`src/rtl/nonrestoring_divider_32_bit.sv`:
```
// Sequential non-restoring unsigned divider: one quotient bit per cycle, then a remainder fix-up.
// Optional macro DIV_ZERO_SHORTCUT_EN: divisor 0 bypasses the iteration and flags div_by_zero.
module nonrestoring_divider_32_bit #(
    parameter int unsigned WIDTH = 32
) (
    input  logic             clk,
    input  logic             rst,
    input  logic             start,
    input  logic [WIDTH-1:0] dividend,
    input  logic [WIDTH-1:0] divisor,
    output logic             busy,
    output logic             done,
    output logic [WIDTH-1:0] quotient,
    output logic [WIDTH-1:0] remainder,
    output logic             div_by_zero
);

    localparam int unsigned CntW = $clog2(WIDTH);
    localparam logic [CntW-1:0] CntLast = CntW'(WIDTH - 1);

    typedef enum logic [1:0] {
        StIdle,
        StCalc,
        StFix,
        StDone
    } state_e;

    state_e state_q, state_d;

    logic [WIDTH:0]    r_q, r_d;
    logic [WIDTH-1:0]  q_q, q_d;
    logic [WIDTH-1:0]  d_q, d_d;
    logic [CntW-1:0]   cnt_q, cnt_d;
    logic [WIDTH-1:0]  quot_q, quot_d;
    logic [WIDTH-1:0]  rem_q, rem_d;

    logic [WIDTH:0]    d_ext;
    logic [WIDTH:0]    r_sh;
    logic [WIDTH:0]    r_step;
    logic [WIDTH:0]    r_fix;

`ifdef DIV_ZERO_SHORTCUT_EN
    logic dbz_q, dbz_d;
`endif

    // Partial remainder is 33-bit two's complement; its sign picks add or subtract.
    always_comb begin
        d_ext  = {1'b0, d_q};
        r_sh   = {r_q[WIDTH-1:0], q_q[WIDTH-1]};
        r_step = r_q[WIDTH] ? (r_sh + d_ext) : (r_sh - d_ext);
        r_fix  = r_q[WIDTH] ? (r_q + d_ext) : r_q;
    end

    always_comb begin
        state_d = state_q;
        r_d     = r_q;
        q_d     = q_q;
        d_d     = d_q;
        cnt_d   = cnt_q;
        quot_d  = quot_q;
        rem_d   = rem_q;
`ifdef DIV_ZERO_SHORTCUT_EN
        dbz_d   = dbz_q;
`endif

        case (state_q)
            StIdle, StDone: begin
                if (start) begin
                    d_d     = divisor;
                    r_d     = '0;
                    q_d     = dividend;
                    cnt_d   = '0;
                    state_d = StCalc;
`ifdef DIV_ZERO_SHORTCUT_EN
                    if (divisor == '0) begin
                        quot_d  = '1;
                        rem_d   = dividend;
                        dbz_d   = 1'b1;
                        state_d = StDone;
                    end
`endif
                end else begin
                    state_d = StIdle;
                end
            end
            StCalc: begin
                r_d   = r_step;
                q_d   = {q_q[WIDTH-2:0], ~r_step[WIDTH]};
                cnt_d = cnt_q + 1'b1;
                if (cnt_q == CntLast) begin
                    state_d = StFix;
                end
            end
            StFix: begin
                r_d     = r_fix;
                quot_d  = q_q;
                rem_d   = r_fix[WIDTH-1:0];
`ifdef DIV_ZERO_SHORTCUT_EN
                dbz_d   = 1'b0;
`endif
                state_d = StDone;
            end
            default: begin
                state_d = StIdle;
            end
        endcase
    end

    always_ff @(posedge clk) begin
        if (rst) begin
            state_q <= StIdle;
            r_q     <= '0;
            q_q     <= '0;
            d_q     <= '0;
            cnt_q   <= '0;
            quot_q  <= '0;
            rem_q   <= '0;
        end else begin
            state_q <= state_d;
            r_q     <= r_d;
            q_q     <= q_d;
            d_q     <= d_d;
            cnt_q   <= cnt_d;
            quot_q  <= quot_d;
            rem_q   <= rem_d;
        end
    end

`ifdef DIV_ZERO_SHORTCUT_EN
    always_ff @(posedge clk) begin
        if (rst) begin
            dbz_q <= 1'b0;
        end else begin
            dbz_q <= dbz_d;
        end
    end

    assign div_by_zero = dbz_q;
`else
    assign div_by_zero = 1'b0;
`endif

    assign busy      = (state_q == StCalc) || (state_q == StFix);
    assign done      = (state_q == StDone);
    assign quotient  = quot_q;
    assign remainder = rem_q;

endmodule
```
`config.mk`:
```
export PLATFORM = sky130hd
export DESIGN_NAME = nonrestoring_divider_32_bit
export DESIGN_NICKNAME = d
export VERILOG_FILES = /design/src/rtl/nonrestoring_divider_32_bit.sv
export SDC_FILE = /design/constraint.sdc
export NUM_CORES = 1
export LEC_CHECK = 0
export CORE_MARGIN = 1
export CORE_UTILIZATION = 45
export CTS_CLUSTER_DIAMETER = 150
export CTS_CLUSTER_SIZE = 20
export DETAILED_ROUTE_END_ITERATION = 8
export HOLD_SLACK_MARGIN = 0.03
export PLACE_DENSITY = 0.67
export SYNTH_ARGS = -nofsm -noshare
export SYNTH_HDL_FRONTEND = slang
export SYNTH_SLANG_ARGS = --single-unit
```
`constraint.sdc`:
```
create_clock -name clk -period 10 [get_ports clk]
set_input_delay 3 -clock clk [delete_from_list [all_inputs] [get_ports clk]]
set_output_delay 3 -clock clk [all_outputs]
set_load 0.1 [all_outputs]
```
After elaboration in Yosys (flattened, before gate mapping). Index checks and enable logic that the tools add are counted.

Bits of input ports: 67. Bits in registers: 168. Output and inout bits: 67. Word-level logic and storage cells: 35.

Mux-type cells: 11. Bitwise gates (word level): 1. Eq/ne operators: 6. Add/sub/neg operators: 4. Reductions and logical operators: 6.

Operators by type and width (count): $mux W33 (3); $pmux W33 S3 (1); $add A33 B32 Y33 (2); $pmux W32 S2 (1); $sub A33 B32 Y33 (1); $mux W32 (1); $pmux W5 S2 (1); $pmux W2 S3 (1); $add A5 B1 Y5 const B (1); $eq A5 B5 Y1 const B (1); $mux W5 (1); $eq A2 B2 Y1 const B (2); $ne A2 B2 Y1 const B (2); $reduce_and A2 Y1 (2); $eq A2 B1 Y1 const B (1); $logic_not A2 Y1 (1); $mux W2 (1); $reduce_bool A2 Y1 (1); $reduce_or A2 Y1 (1); $logic_or A1 B1 Y1 (1); $mux W1 (1); $not A1 Y1 (1).

Longest topological paths before layout. Gate-level depths: netlist of the first run.

Depth after elaboration: 4. Gate-level depth with buffers: 18. Mapped depth without buffers: 17.

Least setup slack after synthesis of the first run. Ideal clock, no wire load.

Path kind: register -> output. From: register state_q[0]. To: output busy. Required time: 7.000 ns. Path buffers: 3. Setup slack: 4.765 ns. Arrival: 2.235 ns. Cell stages (with the launch flop): 7. Path through: dfxtp_1 -> inv_1 -> ha_1 -> clkbuf_1 -> inv_1 -> clkbuf_1 -> clkbuf_1.

Cells in the longest elaborated chain, start to end: 2. Elaborated cells between the ends (all ways): 3. Those cells by class: 2 x eq/ne; 1 x reduce/logical.

Ends and longest elaborated chain: from (decl) (RTL line 28) `state_e state_q, state_d;`; from (signal assigned) (RTL line 111) `state_q <= StIdle;`; from (signal assigned) (RTL line 119) `state_q <= state_d;`; $eq A2 B1 Y1 / $eq A2 B2 Y1 (equally long branches) (RTL line 143) `assign busy = (state_q == StCalc) || (state_q == StFix);`; $logic_or A1 B1 Y1 * (RTL line 143); to (decl) (RTL line 11) `output logic busy,`.

Every way passes the cells marked *; elsewhere a longest branch is shown, timed or not.

Worst setup path after layout of the first run. Same ends and word-level chain as after synthesis.

==> impl_metrics.csv, run 1 <==
group,metric,value,unit
cts,cts_made_buffers,17,
routing,routedWlPerCell,17.0,µm
global_routing,grt_pass1_wl,48.8,mm
global_routing,grt_usage,24.9,%
cts,cts_hold_buf,0,
floorplan,die_area,0.0247,mm²
synthesis,ys_seq_area_share,31.1,%
sta,rsz0062_at_grt,"false",
floorplan,die_h,157,µm
cts,clock_sinks,168,
cells_and_area,drive_gt1_share,5.04,%
cts,htreeDepth,4,
cts,cts_tree,"done",
sta,fin_crit_sh,57.1,%
routing,drtIter0Drc,699,
cells_and_area,fillers,2299,
floorplan,chipWidth,157,µm
critical_path,r2r_slack,5.54,ns
cells_and_area,fin_nets,1575,
sta,finClkSkew,0.0124,ns
cells_and_area,syn_to_final_growth,19.7,%
cts,postCtsSetupBuffers,0,
sta,hold_ws,0.467,ns
sta,final.setup.tns,0,ns
run_status,status,"completed",
cts,clk_pin_slew,0.08,ns
synthesis,synthArstFlopShare,0,%
floorplan,start_util,45.9,%
critical_path,required,7.00,ns
critical_path,path_max_fanout,44,
sta,hold_viol_final,0,
hold_path,min-delay-start,"remainder[17]",
critical_path,crit_path_frequent_cell,"inv_1",
pwr,power_switching,2320,µW
synthesis,synth-main-ff-cell,"dfxtp_1",
sta,fin_crit,5.71,ns
routing,wl,30.0,mm
flow_run,max-cap-violations,0,
placement,placed_cell_area,0.0123,mm²
synthesis,ys_warn_count,0,
critical_path,r2r_end,"r_q[31]",
pwr,pwr-share-comb,62.4,%
critical_path,critical-path-slowest-cell,"clkdlybuf4s50_1",
synthesis,synth_edf_count,0,
floorplan,std_cell_rows,56,
synthesis,ys_ff_latch,168,
routing,vias,9993,
routing,via_per_inst,5.65,
pwr,sw_frac_of_total,51.1,%
global_routing,globalRouteOverflowTotal,0,
global_routing,grt_pass1_vias,9558,
synthesis,synthesis.area,0.0108,mm²
critical_path,crit_chain,"inv_1, ha_4, inv_1, clkdlybuf4s50_1",
pwr,total_power,4540,µW
placement,port_buffers,132,
critical_path,crit_path_end_kind,"output port",
synthesis,syn_nets,1496,
critical_path,r2r-start,"d_q[2]",
cts,clk_path_buf_depth,2,
routing,first_pass_iters,5,
placement,dp_hpwl,21.1,mm
cts,ctsResizeCount,0,
placement,routabilityCongestion,0.886,
critical_path,critical_path.startpoint,"state_q[0]",
cells_and_area,final_core_util,55.0,%
cells_and_area,diodes,0,
critical_path,worst_r2r_path_depth,15,
floorplan,coreArea,0.0235,mm²
pwr,p_int,2220,µW
synthesis,synth_cells,1357,
global_routing,grt_max_degree,96,
sta,slew_violations,0,
cts,cts_root_buffer,"clkbuf_16",
global_routing,antenna_found_initial,0,
critical_path,cp.arrival,2.71,ns
sta,slew_headroom,28.2,%
cts,clk_latency,0.45,ns
critical_path,critical_path_class,"flop to output port",
pwr,power_density,350,mW/mm²
pwr,pwr-share-clk,15.5,%
hold_path,whs_path_depth,2,
floorplan,ioPinCount,134,
critical_path,max_stage_delay,0.99,ns
routing,antenna_left,0,
synthesis,synthDistinctLibCells,68,
pwr,p_leak,0.00500,µW
hold_path,hold_class,"flop to flop",
hold_path,whs_endpoint,"remainder[17]",
synthesis,avgSynthCellArea,7.97,µm²
pwr,ir_worst_vdd,249,µV
routing,drc,0,
critical_path,startpoint_type,"flop",
sta,tightest_slew,1.08,ns
sta,final-setup-viol-count,0,
cells_and_area,design_area,0.0129,mm²
pwr,pwr-share-seq,22.1,%
sta,fmax,175,MHz
cell usage after synthesis, drive strengths merged (3+ instances only):
master / instances / area [µm²]
nor4: 8 / 50.1
o211ai: 12 / 90.1
ha: 70 / 876
inv: 31 / 116
clkbuf: 67 / 251
a211oi: 69 / 523
a31oi: 17 / 106
o21a: 6 / 45.0
o31ai: 4 / 30.0
nand4: 3 / 18.8
a21oi: 157 / 786
and3: 10 / 62.6
o21ai: 61 / 309
o22ai: 4 / 25.0
xnor2: 41 / 359
nor3: 20 / 105
nand3: 15 / 75.1
a22oi: 6 / 45.0
nand2b: 9 / 56.3
or3: 8 / 50.1
or4: 4 / 33.8
nor2b: 10 / 62.6
and4: 5 / 43.8
mux2: 14 / 158
and2: 5 / 31.3
mux2i: 74 / 741
a32oi: 3 / 26.3
a2bb2oi: 4 / 41.3
xor2: 40 / 350
buf: 12 / 50.1
a21boi: 4 / 30.0
nand2: 164 / 616
nand3b: 3 / 22.5
o21bai: 9 / 71.3
a21o: 26 / 199
nor2: 156 / 586
dfxtp: 168 / 3360
a311oi: 7 / 78.8
a221oi: 10 / 105
worst max-delay path: cells and delay by family, from the launching register on:
kind       cells  cell delay [ns]
buf+inv        3             1.23
fa+ha+maj      1             0.58
flops          1             0.43
stage by stage:
step                cells  setup WS [ns]
floorplan            1357           4.77
global placement     1736           4.62
detailed placement   1736           4.52
CTS                  1768           4.28
global route         1768           4.17
finish               1768           4.29
area by class of cell:
class / instances / area, µm² / area share [%]
multi-input combinational: 1079 / 7060 / 54.5
sequential: 168 / 3360 / 26.0
timing repair buffer: 139 / 1370 / 10.6
clock buffer: 17 / 425 / 3.29
tap: 319 / 399 / 3.08
clock inverter: 15 / 209 / 1.61
inverter: 31 / 116 / 0.899
layer usage:
layer / vias to the layer above / part of all wire, % / global-route usage (%)
li1: 5049 / - / -
met1: 4698 / 47 / 32.6
met2: 208 / 48 / 42.1
met3: 38 / 4.1 / 3.91
met4: 0 / 1.6 / 7.54
met5: - / 0 / 0
cell usage in the layout (no fill, tap or decap), types with 9 or more instances in the layout:
cell type	netlist	final
a211oi_1	68	68
o21ai_1	15	15
nand3_1	15	15
o211ai_1	12	12
nor3_1	19	19
dfxtp_1	168	167
mux2_2	14	14
xor2_1	40	40
mux2i_1	74	74
o21ai_0	45	45
and3_1	10	10
nand2_1	164	164
inv_1	31	31
clkbuf_16	0	17
a21oi_1	157	157
nor2_1	156	155
a221oi_1	9	9
clkdlybuf4s50_1	0	131
xnor2_1	41	41
a21o_1	23	23
nand2b_1	9	9
ha_1	70	68
nor2b_1	10	10
a31oi_1	17	17
worst max path at each step:
stage	endpoint	slack, ns	cells after the start
floorplan	busy	4.77	6
global placement	q_q[18]	4.62	7
detailed placement	q_q[17]	4.52	7
CTS	busy	4.28	4
global route	busy	4.17	4
finish	busy	4.29	4
flip-flops by register name, indices dropped and copies added, names as in the netlist:
| signal | cells |
|---|---|
| state_q | 2 |
| remainder | 32 |
| r_q | 33 |
| d_q | 32 |
| q_q | 32 |
| quotient | 32 |
| cnt_q | 5 |
power groups by stage:
stage	logic [µW]	clock network, µW	registers, µW
after floorplan	1890	0	1320
after global placement	2770	0	1010
after detailed placement	2800	0	1010
after CTS	2820	713	1000
after global routing	3110	742	1030
final	2830	704	1000
cell families after synthesis:
group | after synthesis | synth area share, %
buf+inv | 110 | 3.86
compound gates | 413 | 24.5
fa+ha+maj | 72 | 8.47
flops | 168 | 31.1
mux | 88 | 8.31
simple gates | 424 | 17.2
xor+xnor | 81 | 6.56
other cells | 1 | 0.0347
Power figures use the tool's default switching activity.
==> inputs of run 2 (changes only) <==
--- a/config.mk
+++ b/config.mk
@@ -11,7 +11,7 @@
 export CTS_CLUSTER_SIZE = 20
 export DETAILED_ROUTE_END_ITERATION = 8
 export HOLD_SLACK_MARGIN = 0.03
-export PLACE_DENSITY = 0.67
+export PLACE_DENSITY = 0.69
 export SYNTH_ARGS = -nofsm -noshare
 export SYNTH_HDL_FRONTEND = slang
 export SYNTH_SLANG_ARGS = --single-unit
==> constraint.sdc (replaced) <==
create_clock -name clk -period 4.7 [get_ports clk]
set_input_delay 1.41 -clock clk [delete_from_list [all_inputs] [get_ports clk]]
set_output_delay 1.41 -clock clk [all_outputs]
set_load 0.1 [all_outputs]
==> run 2 against run 1 <==
Via count increased by 0.62%. Clock-buffer cell count unchanged. Worst setup slack got worse by 3.9 ns. Critical path depth increased by 11. Non-clock buffer count increased by 7. Global-route usage increased by 0.30 points. Largest cell class unchanged. Core utilization increased by 0.24 points. Combinational power increased by 110%. Clock skew about the same. Clock power increased by 110%. Sequential power increased by 110%.
==> impl_metrics.csv, run 2 (synthesis gave the netlist of run 1 again) <==
group,metric,value,unit
routing,antenna_left,0,
global_routing,grt_max_degree,88,
sta,final.setup.tns,0,ns
cells_and_area,layout.cells.non_filler,1775,
routing,wl,30.8,mm
cells_and_area,largest_register_ffs,33,
floorplan,die_area,0.0247,mm²
cts,postCtsSetupBuffers,0,
cells_and_area,diodes,0,
cells_and_area,layout_common_cells,"167 x dfxtp_1, 164 x nand2_1, 157 x a21oi_1, 155 x nor2_1, 130 x clkdlybuf4s50_1",
global_routing,grt_usage,25.2,%
pwr,p_int,4730,µW
routing,drc,0,
cells_and_area,top_register,"r_q",
floorplan,coreArea,0.0235,mm²
critical_path,path_max_fanout,7,
hold_path,hold_class,"flop to flop",
routing,first_pass_iters,5,
placement,port_buffers,132,
sta,fmax,230,MHz
sta,fin_crit,4.34,ns
floorplan,start_util,45.9,%
sta,tightest_slew,1.02,ns
global_routing,grt_pass1_vias,9481,
cts,cts_root_buffer,"clkbuf_16",
routing,drtIter0Drc,568,
sta,slew_headroom,31.6,%
sta,rsz0062_at_grt,"false",
cts,ctsResizeCount,0,
cts,cts_hold_buf,0,
global_routing,grt_pass1_wl,49.2,mm
cells_and_area,drive_gt1_share,5.56,%
sta,final-setup-viol-count,0,
placement,dp_cells,1743,
pwr,ir_worst_vdd,316,µV
pwr,pwr-share-comb,62.5,%
routing,vias,10100,
cts,clk_latency,0.44,ns
critical_path,r2r-start,"d_q[2]",
sta,fin_crit_sh,92.3,%
cts,cts_tree,"done",
cts,clk_path_buf_depth,2,
critical_path,startpoint_type,"flop",
hold_path,whs_path_depth,2,
cells_and_area,syn_to_final_growth,20.3,%
cts,cts_made_buffers,17,
routing,routedWlPerCell,17.3,µm
flow_run,max-cap-violations,0,
pwr,total_power,9710,µW
floorplan,chipWidth,157,µm
run_status,status,"completed",
critical_path,critical_path_class,"flop to flop",
critical_path,critical_path.startpoint,"d_q[2]",
cells_and_area,layout_commonest_cell,"dfxtp_1",
global_routing,antenna_found_initial,0,
pwr,power_switching,4980,µW
pwr,sw_frac_of_total,51.3,%
floorplan,die_h,157,µm
cts,clock_sinks,168,
critical_path,worst_r2r_path_depth,15,
placement,dp_hpwl,21.9,mm
routing,via_per_inst,5.66,
placement,routabilityCongestion,0.960,
critical_path,required,5.00,ns
critical_path,crit_path_end_kind,"flop",
pwr,pwr-share-clk,15.5,%
cts,htreeDepth,4,
critical_path,r2r_slack,0.36,ns
sta,hold_viol_final,0,
pwr,p_leak,0.00504,µW
global_routing,globalRouteOverflowTotal,0,
hold_path,min-delay-start,"remainder[13]",
pwr,pwr-share-seq,22.0,%
pwr,power_density,747,mW/mm²
critical_path,cp.arrival,4.64,ns
floorplan,std_cell_rows,56,
cells_and_area,fin_nets,1582,
floorplan,ioPinCount,134,
cts,clk_pin_slew,0.08,ns
sta,finClkSkew,0.0128,ns
sta,slew_violations,0,
==> run 2: cell types whose count changed in the layout (fill, tap and decap cells not counted) <==
cell	delta
clkinv_8	+1
buf_4	+8
inv_6	-1
clkdlybuf4s50_1	-1
==> run 2: final cells by class <==
| class | instances | area [µm²] |
|---|---|---|
| Fill cell | 2245 | 10500 |
| Tap cell | 319 | 399 |
| Clock inverter | 15 | 216 |
| Sequential cell | 168 | 3360 |
| Timing Repair Buffer | 146 | 1420 |
| Inverter | 31 | 116 |
| Multi-Input combinational cell | 1079 | 7060 |
| Clock buffer | 17 | 425 |
==> run 2: power by group through the flow <==
stage / registers, µW / clock network [µW] / logic (µW)
CTS: 2130 / 1540 / 6050
floorplan: 2800 / 0 / 4010
detailed placement: 2160 / 0 / 6010
global route: 2190 / 1600 / 6640
finish: 2140 / 1510 / 6070
global placement: 2160 / 0 / 6000
==> run 2: routing by layer <==
layer	part of all wire, %	track usage [%]	vias up
met4	1.9	6.75	0
met1	45	33.1	4701
met5	0	0	-
met3	4.8	4.02	39
met2	48	42.9	252
li1	-	-	5063
==> run 2: worst paths after layout <==
| kind | end |
|---|---|
| hold reg to reg | remainder[13] |
| setup / recovery | r_q[31] |
| hold / removal | remainder[13] |
| setup reg to reg | r_q[31] |
==> run 2: per-stage QoR <==
step           worst slack (ns)  utilization, %  hold slack [ns]  cell area [µm²]
2_1_floorplan             0.810               -            0.460            10800
3_3_place_gp              0.447            52.5            0.456            12400
3_5_place_dp              0.422            52.5            0.457            12400
4_1_cts                   0.372            55.2            0.471            13000
5_1_grt                  0.0500            55.2            0.487            13000
6_report                  0.360            55.2            0.467            13000
==> run 2: critical path: stages, from the launching register on <==
cell and delay (ns):
dfxtp_1 0.38, or4_4 0.59, nor4b_4 0.36, and2_1 0.26, a21oi_1 0.10, xor2_1 0.18, ha_1 0.36, a21oi_1 0.26
nand2_1 0.07, or4_1 0.50, a21o_1 0.21, a22oi_1 0.29, o21ai_1 0.14, xor2_1 0.16, a221oi_1 0.26, a211oi_1 0.12
==> inputs of run 3 (changes only) <==
--- a/config.mk
+++ b/config.mk
@@ -5,7 +5,7 @@
 export SDC_FILE = /design/constraint.sdc
 export NUM_CORES = 1
 export LEC_CHECK = 0
-export CORE_MARGIN = 1
+export CORE_MARGIN = 5
 export CORE_UTILIZATION = 45
 export CTS_CLUSTER_DIAMETER = 150
 export CTS_CLUSTER_SIZE = 20
==> run 3 against run 2 <==
Sequential share of layout area is essentially flat. Maximum frequency shrank 0.69%. Sequential cell count is the same. Design area is essentially flat. Register-to-register slack lost 0.03 ns. Die area grew 10%. Core utilization is essentially flat.
==> impl_metrics.csv, run 3 (synthesis gave the netlist of run 1 again) <==
group,metric,value,unit
sta,fin_crit_sh,93.0,%
global_routing,antenna_found_initial,0,
flow_run,max-cap-violations,0,
routing,wl,31.3,mm
cells_and_area,diodes,0,
cells_and_area,syn_to_final_growth,20.3,%
sta,hold_viol_final,0,
critical_path,required,5.00,ns
cells_and_area,top_register,"r_q",
cts,cts_tree,"done",
critical_path,critical_path_class,"flop to flop",
pwr,power_switching,5010,µW
floorplan,ioPinCount,134,
sta,slew_violations,0,
sta,slew_headroom,31.0,%
routing,via_per_inst,5.72,
global_routing,grt_pass1_wl,50.5,mm
routing,vias,10200,
floorplan,std_cell_rows,56,
floorplan,die_h,165,µm
placement,port_buffers,132,
critical_path,path_max_fanout,8,
placement,dp_hpwl,22.5,mm
routing,drtIter0Drc,764,
run_status,status,"completed",
routing,first_pass_iters,7,
sta,final-setup-viol-count,0,
cells_and_area,fillers,2279,
pwr,ir_worst_vdd,340,µV
sta,tightest_slew,1.03,ns
cts,cts_made_buffers,17,
floorplan,coreArea,0.0235,mm²
floorplan,start_util,45.9,%
cells_and_area,fin_nets,1582,
cells_and_area,largest_register_ffs,33,
cells_and_area,final_core_util,55.3,%
pwr,p_int,4740,µW
sta,final.setup.tns,0,ns
cells_and_area,drive_gt1_share,5.70,%
sta,finClkSkew,0.0231,ns
critical_path,startpoint_type,"flop",
floorplan,chipWidth,165,µm
cells_and_area,layout.cells.non_filler,1775,
sta,fin_crit,4.37,ns
cts,ctsResizeCount,0,
cells_and_area,layout_commonest_cell,"dfxtp_1",
routing,drc,0,
cells_and_area,regArea,0.00336,mm²
cts,postCtsSetupBuffers,0,
sta,hold_ws,0.464,ns
global_routing,grt_usage,22.9,%
critical_path,r2r_slack,0.33,ns
global_routing,grt_max_degree,69,
cts,clk_pin_slew,0.08,ns
cts,clock_sinks,168,
sta,fmax,229,MHz
cts,htreeDepth,4,
hold_path,hold_class,"flop to flop",
pwr,pwr-share-comb,62.7,%
cells_and_area,layout_common_cells,"167 x dfxtp_1, 164 x nand2_1, 156 x a21oi_1, 155 x nor2_1, 130 x clkdlybuf4s50_1",
sta,rsz0062_at_grt,"false",
routing,routedWlPerCell,17.7,µm
cts,clk_path_buf_depth,2,
pwr,pwr-share-clk,15.4,%
pwr,p_leak,0.00504,µW
global_routing,globalRouteOverflowTotal,0,
pwr,power_density,749,mW/mm²
routing,antenna_left,0,
pwr,pwr-share-seq,21.9,%
pwr,sw_frac_of_total,51.4,%
cells_and_area,multiInputGateArea,0.00707,mm²
placement,routabilityCongestion,0.956,
floorplan,die_area,0.0272,mm²
placement,dp_cells,1743,
cts,cts_hold_buf,0,
pwr,total_power,9750,µW
critical_path,crit_path_end_kind,"flop",
cts,cts_root_buffer,"clkbuf_16",
critical_path,cp.arrival,4.67,ns
cts,clk_latency,0.45,ns
global_routing,grt_pass1_vias,9748,
run 3: cell types whose count changed in the layout (fill, tap and decap cells not counted):
| cell | before | now |
|---|---|---|
| a21oi_2 | 0 | 1 |
| a22oi_1 | 6 | 5 |
| inv_8 | 1 | 2 |
| a22oi_2 | 0 | 1 |
| clkinv_8 | 7 | 6 |
| a21oi_1 | 157 | 156 |
run 3: area by class of cell:
class	instances	share of cell area (%)
sequential	168	25.9
clock buffer	17	3.27
multi-input combinational	1079	54.3
clock inverter	15	1.63
tap	319	3.07
inverter	31	0.895
timing repair buffer	146	10.9
run 3: path summary, 6_finish.rpt:
check / start / to / cells after the start
worst max-delay path: d_q[2] / r_q[31] / 15
worst min-delay path: remainder[21] / remainder[21] / 2
worst max register to register: d_q[2] / r_q[31] / 15
worst min register to register: remainder[21] / remainder[21] / 2
run 3: layer usage:
layer / GRT usage (%) / wire [µm] / up-vias
met4: 6.43 / 624 / 0
met1: 30.2 / 14100 / 4769
met5: 0 / 0 / -
li1: - / - / 5074
met2: 38.2 / 15000 / 265
met3: 4.42 / 1650 / 47
run 3: power by group through the flow:
stage / clock network, µW / registers, µW / logic, µW
after floorplan: 0 / 2800 / 4010
after global placement: 0 / 2150 / 6010
after detailed placement: 0 / 2160 / 6040
after CTS: 1520 / 2130 / 6080
after global routing: 1580 / 2190 / 6700
final: 1500 / 2140 / 6110
run 3: through the flow:
stage                     setup slack, ns  cell area (µm²)
final                               0.330            13000
after global routing               0.0813            13000
after CTS                           0.261            13000
after detailed placement            0.297            12400
after global placement              0.357            12400
after floorplan                     0.810            10800
run 3: critical path: stages (launching register included):
cell and delay (ns):
dfxtp_1 0.39, or4_4 0.59, nor4b_4 0.39, and2_1 0.26, nor2_1 0.07, xnor2_1 0.16
ha_1 0.37, a21oi_1 0.27, nand2_1 0.08, or4_1 0.51, a21o_1 0.23, a22oi_2 0.23
o21ai_1 0.14, xor2_1 0.16, a221oi_1 0.27, a211oi_1 0.13
